$ cat src/rtl/tape_pkg.sv
// Shared definitions for the tape controller: symbol codes, tape op encodings,
// control FSM states, rule entry layout and the symbol-class helper.
// Optional feature macro: TAPE_CTRL_SINGLE_STEP_EN (adds the PAUSE state).
package tape_pkg;

   // Tape symbols
   localparam logic [1:0] SYM_ZERO  = 2'b00;
   localparam logic [1:0] SYM_ONE   = 2'b01;
   localparam logic [1:0] SYM_BLANK = 2'b10;

   // Tape operations
   localparam logic [1:0] OP_READ  = 2'b00;
   localparam logic [1:0] OP_WRITE = 2'b01;
   localparam logic [1:0] OP_SHL   = 2'b10;
   localparam logic [1:0] OP_SHR   = 2'b11;

   // Control FSM states
   typedef enum logic [2:0] {
      CTRL_IDLE,
      CTRL_FETCH,
      CTRL_WAIT,
      CTRL_WRITE,
      CTRL_MOVE,
      CTRL_HALT
`ifdef TAPE_CTRL_SINGLE_STEP_EN
      , CTRL_PAUSE
`endif
   } ctrl_t;

   // Rule entry layout: {next_state, write_sym[1:0], move, halt}
   localparam int unsigned RULE_HALT_BIT = 0;
   localparam int unsigned RULE_MOVE_BIT = 1;
   localparam int unsigned RULE_WSYM_LSB = 2;
   localparam int unsigned RULE_NS_LSB   = 4;

   // Low field bits of the reset entry: write 0, shift right, halt
   localparam logic [3:0] RULE_DEFAULT = 4'b0001;

   // Map a tape symbol to its rule class: 0 -> 0, 1 -> 1, blank -> 2
   function automatic logic [1:0] sym_class(input logic [1:0] sym);
      return sym[1] ? 2'd2 : {1'b0, sym[0]};
   endfunction

endpackage

$ cat src/rtl/tape_rule_table.sv
// Programmable rule table for the tape controller.
// Ports: clk, reset (sync, active-high), we/waddr/wdata write port,
//        raddr/rdata combinational read port.
// Every entry resets to the default halt entry.
module tape_rule_table
   import tape_pkg::*;
#(
   parameter int unsigned STATE_W = 3
) (
   input  logic                 clk,
   input  logic                 reset,
   input  logic                 we,
   input  logic [STATE_W+1:0]   waddr,
   input  logic [STATE_W+3:0]   wdata,
   input  logic [STATE_W+1:0]   raddr,
   output logic [STATE_W+3:0]   rdata
);

   localparam int unsigned DATA_W = STATE_W + 4;
   localparam int unsigned DEPTH  = 1 << (STATE_W + 2);

   logic [DATA_W-1:0] entries [DEPTH];

   // Register file with synchronous reset to the halt entry
   always_ff @(posedge clk) begin
      if (reset) begin
         for (int i = 0; i < int'(DEPTH); i++) begin
            entries[i] <= DATA_W'(RULE_DEFAULT);
         end
      end else if (we) begin
         entries[waddr] <= wdata;
      end
   end

   assign rdata = entries[raddr];

endmodule

$ cat src/rtl/tape_controller.sv
// Turing tape controller: reads the symbol under the head, looks up a rule,
// writes a symbol and shifts the head, counting steps up to MAX_STEPS.
// Ports: clk, reset (sync, active-high); start / rule_we / rule_addr / rule_data
//        from the board; tape_req / tape_op / tape_wdata / tape_rdata to the tape;
//        busy / halted / timeout / step_count / cur_state status.
// Optional feature macro: TAPE_CTRL_SINGLE_STEP_EN adds input step_en and a
// PAUSE state between steps.
module tape_controller
   import tape_pkg::*;
#(
   parameter int unsigned STATE_W   = 3,
   parameter int unsigned MAX_STEPS = 255,
   parameter int unsigned CNT_W     = 8
) (
   input  logic                 clk,
   input  logic                 reset,
   input  logic                 start,
`ifdef TAPE_CTRL_SINGLE_STEP_EN
   input  logic                 step_en,
`endif
   input  logic                 rule_we,
   input  logic [STATE_W+1:0]   rule_addr,
   input  logic [STATE_W+3:0]   rule_data,
   output logic                 tape_req,
   output logic [1:0]           tape_op,
   output logic [1:0]           tape_wdata,
   input  logic [1:0]           tape_rdata,
   output logic                 busy,
   output logic                 halted,
   output logic                 timeout,
   output logic [CNT_W-1:0]     step_count,
   output logic [STATE_W-1:0]   cur_state
);

   localparam int unsigned ADDR_W = STATE_W + 2;
   localparam int unsigned DATA_W = STATE_W + 4;

   ctrl_t               ctrl;
   logic [STATE_W-1:0]  ns_q;
   logic                move_q;
   logic                halt_q;

   logic                idle_c;
   logic                rule_we_ok_c;
   logic [ADDR_W-1:0]   rd_addr_c;
   logic [DATA_W-1:0]   rd_data_c;
   logic [CNT_W-1:0]    step_inc_c;
   logic [CNT_W-1:0]    step_sat_c;

   // Table writes only while not running
   assign idle_c       = (ctrl == CTRL_IDLE) || (ctrl == CTRL_HALT);
   assign rule_we_ok_c = rule_we & idle_c;
   assign rd_addr_c    = {cur_state, sym_class(tape_rdata)};

   // Step counter increment, saturating at MAX_STEPS
   assign step_inc_c = step_count + CNT_W'(1);
   assign step_sat_c = (step_count == CNT_W'(MAX_STEPS)) ? step_count : step_inc_c;

   tape_rule_table #(
      .STATE_W (STATE_W)
   ) u_rule_table (
      .clk   (clk),
      .reset (reset),
      .we    (rule_we_ok_c),
      .waddr (rule_addr),
      .wdata (rule_data),
      .raddr (rd_addr_c),
      .rdata (rd_data_c)
   );

   // Control FSM; outputs are registered alongside the state they belong to
   always_ff @(posedge clk) begin
      if (reset) begin
         ctrl       <= CTRL_IDLE;
         tape_req   <= 1'b0;
         tape_op    <= OP_READ;
         tape_wdata <= SYM_ZERO;
         busy       <= 1'b0;
         halted     <= 1'b0;
         timeout    <= 1'b0;
         step_count <= '0;
         cur_state  <= '0;
         ns_q       <= '0;
         move_q     <= 1'b0;
         halt_q     <= 1'b0;
      end else begin
         tape_req   <= 1'b0;
         tape_op    <= OP_READ;
         tape_wdata <= SYM_ZERO;
         case (ctrl)
            CTRL_IDLE, CTRL_HALT: begin
               if (start) begin
                  ctrl       <= CTRL_FETCH;
                  tape_req   <= 1'b1;
                  busy       <= 1'b1;
                  halted     <= 1'b0;
                  timeout    <= 1'b0;
                  step_count <= '0;
                  cur_state  <= '0;
               end
            end
            CTRL_FETCH: begin
               ctrl <= CTRL_WAIT;
            end
            CTRL_WAIT: begin
               // tape_rdata is valid now; capture the selected rule
               ctrl       <= CTRL_WRITE;
               tape_req   <= 1'b1;
               tape_op    <= OP_WRITE;
               tape_wdata <= rd_data_c[RULE_WSYM_LSB +: 2];
               ns_q       <= rd_data_c[RULE_NS_LSB +: STATE_W];
               move_q     <= rd_data_c[RULE_MOVE_BIT];
               halt_q     <= rd_data_c[RULE_HALT_BIT];
            end
            CTRL_WRITE: begin
               if (halt_q) begin
                  ctrl       <= CTRL_HALT;
                  busy       <= 1'b0;
                  halted     <= 1'b1;
                  step_count <= step_sat_c;
               end else begin
                  ctrl     <= CTRL_MOVE;
                  tape_req <= 1'b1;
                  tape_op  <= move_q ? OP_SHL : OP_SHR;
               end
            end
            CTRL_MOVE: begin
               cur_state  <= ns_q;
               step_count <= step_sat_c;
               if (step_inc_c == CNT_W'(MAX_STEPS)) begin
                  ctrl    <= CTRL_HALT;
                  busy    <= 1'b0;
                  halted  <= 1'b1;
                  timeout <= 1'b1;
               end else begin
`ifdef TAPE_CTRL_SINGLE_STEP_EN
                  ctrl <= CTRL_PAUSE;
`else
                  ctrl     <= CTRL_FETCH;
                  tape_req <= 1'b1;
`endif
               end
            end
`ifdef TAPE_CTRL_SINGLE_STEP_EN
            CTRL_PAUSE: begin
               if (step_en) begin
                  ctrl     <= CTRL_FETCH;
                  tape_req <= 1'b1;
               end
            end
`endif
            default: begin
               ctrl <= CTRL_IDLE;
               busy <= 1'b0;
            end
         endcase
      end
   end

endmodule
$ cat config.mk
export PLATFORM = sky130hd
export DESIGN_NAME = tape_controller
export DESIGN_NICKNAME = d
export VERILOG_FILES = /design/src/rtl/tape_pkg.sv /design/src/rtl/tape_rule_table.sv /design/src/rtl/tape_controller.sv
export SDC_FILE = /design/constraint.sdc
export NUM_CORES = 1
export LEC_CHECK = 0
export ABC_AREA = 1
export CORE_MARGIN = 3
export CORE_UTILIZATION = 64
export DETAILED_ROUTE_END_ITERATION = 10
export GPL_TIMING_DRIVEN = 0
export MAX_ROUTING_LAYER = met4
export PLACE_DENSITY = 0.83
export SETUP_SLACK_MARGIN = 0.5
export SLEW_MARGIN = 20
export SYNTH_ARGS = -nofsm -noshare
export SYNTH_HDL_FRONTEND = slang
export SYNTH_SLANG_ARGS = --single-unit
$ cat constraint.sdc
create_clock -name clk -period 4.3 [get_ports clk]
set_input_delay 0.86 -clock clk [delete_from_list [all_inputs] [get_ports clk]]
set_output_delay 0.86 -clock clk [all_outputs]
set_load 0.05 [all_outputs]
# After elaboration in Yosys (flattened, before gate mapping)
# Memories as Yosys holds them, arrays and structs flattened.
# Cells that the tools add are included.
[op_classes]
n_mux = 35
n_eq_ne = 10
addsub = 1
n_reduce_logical = 13
bitwise = 3
[ops]
columns = ["op", "count"]
rows = [
  ["$mux 8", 3],
  ["$pmux 8 s3", 1],
  ["$mux 1", 17],
  ["$eq 8x8->1 const B", 2],
  ["$pmux 3 s5", 1],
  ["$mux 3", 3],
  ["$add 8x1->8 const B", 1],
  ["$pmux 1 s4", 2],
  ["$reduce_and 4->1", 2],
  ["$mux 7", 1],
  ["$reduce_or 7->1", 1],
  ["$eq 3x2->1 const B", 2],
  ["$eq 3x3->1 const B", 2],
  ["$ne 2x2->1 const B", 3],
  ["$pmux 3 s2", 1],
  ["$reduce_and 3->1", 2],
  ["$reduce_or 2->1", 3],
  ["$mux 5", 1],
  ["$mux 2", 2],
  ["$pmux 2 s2", 1],
  ["$eq 3x1->1 const B", 1],
  ["$logic_not 3->1", 1],
  ["$pmux 1 s3", 1],
  ["$reduce_bool 3->1", 1],
  ["6 further kinds", 7],
]
[word_totals]
reg_bits = 27
mem_count = 1
ramBits = 224
wordCells = 75
[mem_list]
columns = ["memory", "depth", "word_bits", "read_ports", "rd_clocked_by_memory_dff", "wr", "line_no", "source"]
rows = [
  ["u_rule_table.entries", 32, 7, 1, 0, 32, "tape_rule_table.sv:22", "logic [DATA_W-1:0] entries [DEPTH];"],
]

# Depth between registers and ports, before layout
[depth]
depth_word = 8
mapped_depth = 12
depth_no_buf = 12

# Hierarchy
# Synthesis repeated with hierarchy kept, for this count alone.
[unflattened]
hier_cells = 1327
hier_area_um2 = 11816.3
[modules_own_cells]
columns = ["mod", "instances", "seq_area_each_um2", "area_per_inst_um2", "cells_each"]
rows = [
  ["tape_rule_table", 1, 6726.5, 10518.8, 1138],
  ["tape_controller", 1, 540.5, 1297.5, 189],
]

# Worst setup path after synthesis
# OpenSTA, ideal clock, no wires.
[synth_path]
path_kind = "in2reg"
start = "input reset"
end = "memory u_rule_table.entries[18][0] (netlist name) (enable)"
t_required_ps = 3977
arrival_time_ps = 1685
setup_ps = 323
slack_ps = 2291
stages = 7
n_path_buf = 0
path_cell_list = "inv_1 nand3_2 inv_2 nand3_4 nor2_1 inv_2 nand2_1"
[synth_lines]
columns = ["element", "line_no", "source"]
rows = [
  ["start, declared", "tape_controller.sv:16", "input logic reset,"],
  ["end, declared", "tape_rule_table.sv:22", ""],
]

# Worst setup path in the final report
[layout_path]
start = "input tape_rdata[0]"
end = "register tape_wdata[0]"
[layout_between]
elab_chain_cells = 2
[layout_rtl]
columns = ["element", "line_no", "source"]
rows = [
  ["start, declared", "tape_controller.sv:27", "input logic [1:0] tape_rdata,"],
  ["$mux 2", "tape_pkg.sv:41", "return sym[1] ? 2'd2 : {1'b0, sym[0]};"],
  ["$mem_v2 32x7", "n/a", ""],
  ["end signal, assigned", "tape_controller.sv:110", "tape_wdata <= rd_data_c[RULE_WSYM_LSB +: 2];"],
  ["end, declared", "tape_controller.sv:26", "output logic [1:0] tape_wdata,"],
]
# Every way passes these cells.
# A chain may end at the register's enable or synchronous reset.

==> results.sh <==
export IMPL_die_area_um2=15600
export IMPL_start_util=0.668
export IMPL_period_needed_ns=2.88
export IMPL_path_max_fanout=10
export IMPL_avgSynthCellArea_um2=9.37
export IMPL_clkTransAtPathRegs_ns=0.07
export IMPL_core_rowCount=42
export IMPL_cp_cell_sequence="clkdlybuf4s50_1 -> inv_1 -> buf_2 -> clkbuf_1 -> nand2_1 -> nand3_1 -> o211ai_1 -> nand3_1 -> nand3_1 -> a21oi_1"
export IMPL_io_pins=37
export IMPL_syn_to_final_growth_pct=12.6
export IMPL_insertion_delay_ns=0.44
export IMPL_drt_iter0_drc=1400
export IMPL_leakage_uw=0.00372
export IMPL_synthDistinctLibCells=27
export IMPL_worstPathRequired_ns=4.65
export IMPL_die_width_um=125
export IMPL_fmax_mhz=347
export IMPL_routed_via_count=7474
export IMPL_p_total_uw=4180
export IMPL_crit_slowest_cell="clkbuf_1"
export IMPL_drive_gt1_frac=0.0776
export IMPL_diodes=0
export IMPL_slew_headroom=0.442
export IMPL_whs_ns=0.447
export IMPL_nets=1038
export IMPL_vias_per_cell=6.19
export IMPL_p_per_area_nw_per_um2=411
export IMPL_grt_pass1_wl_um=38300
export IMPL_vdd_ir_drop_worst_v=0.000279
export IMPL_grt_max_degree=17
export IMPL_synthesis_nets=983
export IMPL_hold_viol=0
export IMPL_cts_root_buf="clkbuf_16"
export IMPL_holdBufCountCts=0
export IMPL_ys_seq_elements=195
export IMPL_endpoint_kind="register"
export IMPL_gp_congestion=0.985
export IMPL_ant_nets=0
export IMPL_path_class="primary input to register"
export IMPL_htreeDepth=4
export IMPL_clock_skew_final_ns=0.0118
export IMPL_grt_usage=0.337
export IMPL_netlist_area_um2=9020
export IMPL_drc=0
export IMPL_firstDrtPassIters=5
export IMPL_worst_pin_slew_ns=0.837
export IMPL_clock_path_buffers=2
export IMPL_crit_path_frequent_cell="nand3_1"
export IMPL_gr_total_overflow=0
export IMPL_io_buffers=36
export IMPL_netlist_instances=963
export IMPL_dpl_hpwl_um=17400
export IMPL_finalSetupTns_ns=0
export IMPL_post_cts_buffers=0
export IMPL_cts_buffers=17
export IMPL_yosysSeqAreaShare=0.619
export IMPL_design_core_area_um2=13500
export IMPL_synth_warnings=0
export IMPL_min_path_type="register to register"
export IMPL_postLayoutCellArea_um2=10200
export IMPL_cpPeakStageDelay_ns=0.60
export IMPL_antenna_found_initial=0
export IMPL_status="completed"
export IMPL_cts_sinks=195
export IMPL_wl_per_cell_um=20.8
export IMPL_fin_util=0.752
export IMPL_crit_buf_inv=4
export IMPL_cp_start_kind="primary input"
export IMPL_post_dp_cell_area_um2=9600
export IMPL_die_y_um=125
export IMPL_final_setup_viol_count=0
export IMPL_max_cap_violations=0
export IMPL_finalWirelength_um=25100
export IMPL_cp_arrival_ns=3.23
export IMPL_crit_family="buffers and inverters"
export IMPL_slew_viol_final=0
export IMPL_fin_crit_sh=0.670
export IMPL_cts_repair_resized=0
export IMPL_rsz0062_at_grt="false"
export IMPL_grt_pass1_vias=6863
export IMPL_tritoncts="built"
## metrics by stage
| stage | std cells | setup WS [ns] |
|---|---|---|
| final | 1207 | 1.42 |
| after detailed placement | 1175 | 1.12 |
| after global routing | 1207 | 1.45 |
| after floorplan | 963 | 2.29 |
| after CTS | 1207 | 1.56 |
| after global placement | 1175 | 1.14 |
## layout make-up
cell class	instances	area [um^2]
tap	176	220
buffer	61	238
sequential	195	5590
fill	956	3350
clock buffer	21	440
clock inverter	11	113
timing repair buffer	36	360
inverter	76	285
multi-input combinational	631	2910
## flip-flops by register name, indices dropped and copies added, names as in the netlist, 2 cells and up
name / flops
cur_state: 3
tape_op: 2
ctrl: 3
step_count: 8
tape_wdata: 2
u_rule_table.entries: 168
ns_q: 3
## path summary, 6_finish.rpt
path	from	to	slack [ns]	cells after the start
worst max register to register	cur_state[0]$_SDFFE_PP0P_	tape_wdata[0]$_SDFF_PP0_	1.92	6
worst max-delay path	tape_rdata[0]	tape_wdata[0]$_SDFF_PP0_	1.42	10
worst min register to register	move_q$_SDFFE_PP0P_	tape_op[0]$_SDFF_PP0_	0.45	1
worst min-delay path	move_q$_SDFFE_PP0P_	tape_op[0]$_SDFF_PP0_	0.45	1
## metal layers
metal | vias to the layer above | GRT usage | share of wire
li1 | 3357 | - | -
met1 | 3462 | 0.440 | 0.38
met2 | 555 | 0.500 | 0.45
met3 | 100 | 0.0815 | 0.12
met4 | 0 | 0.162 | 0.048
met5 | - | - | 0
## synth_stat cells
library cell | n | area (um^2)
inv_2 | 27 | 101
nand3_1 | 117 | 586
nand2_1 | 210 | 788
dfxtp_1 | 27 | 541
nand4_1 | 2 | 12.5
nand2_4 | 1 | 11.3
o211ai_1 | 56 | 420
a31oi_1 | 1 | 6.26
o21ai_2 | 2 | 17.5
o31ai_1 | 1 | 7.51
o21ai_0 | 8 | 40.0
buf_2 | 7 | 35.0
nor3_4 | 1 | 16.3
buf_1 | 8 | 30.0
nor2_2 | 11 | 68.8
nor3_2 | 1 | 10.0
o21bai_1 | 1 | 7.51
nor2_1 | 188 | 706
edfxtp_1 | 168 | 5040
nand3_2 | 1 | 10.0
clkbuf_1 | 46 | 173
ha_1 | 2 | 25.0
a21oi_1 | 16 | 80.1
a211oi_1 | 1 | 7.51
nor3_1 | 8 | 40.0
inv_1 | 49 | 184
nand3_4 | 3 | 52.6
## layout by cell type (no fill, tap or decap), types with 8 or more instances in the layout
cell type	n
edfxtp_1	168
inv_1	49
clkbuf_16	17
dfxtp_1	27
nor2_2	11
nor2_1	188
inv_2	27
o211ai_1	56
buf_1	8
clkdlybuf4s50_1	36
nand3_1	117
nand2_1	210
clkbuf_1	50
a21oi_1	16
o21ai_0	8
nor3_1	8
## where the power goes
| part | internal, uW | switching [uW] | leakage [uW] | total [uW] |
|---|---|---|---|---|
| Sequential | 2120 | 35.2 | 0.00187 | 2160 |
| Clock | 849 | 680 | 0.000270 | 1530 |
| Combinational | 133 | 355 | 0.00158 | 487 |
| Total | 3110 | 1070 | 0.00372 | 4180 |
## cell families after synthesis
logic type,share of synthesized area
buf+inv,0.0580
compound gates,0.0651
flops,0.619
fa+ha+maj,0.00277
simple gates,0.255
## worst register-to-register path, stage by stage (launching register included)
cell and delay (ns):
dfxtp_1 0.38, clkbuf_1 0.50, buf_1 0.61, o211ai_1 0.25
nand3_1 0.17, nand3_1 0.14, a21oi_1 0.24
Power figures use the tool's default switching activity.
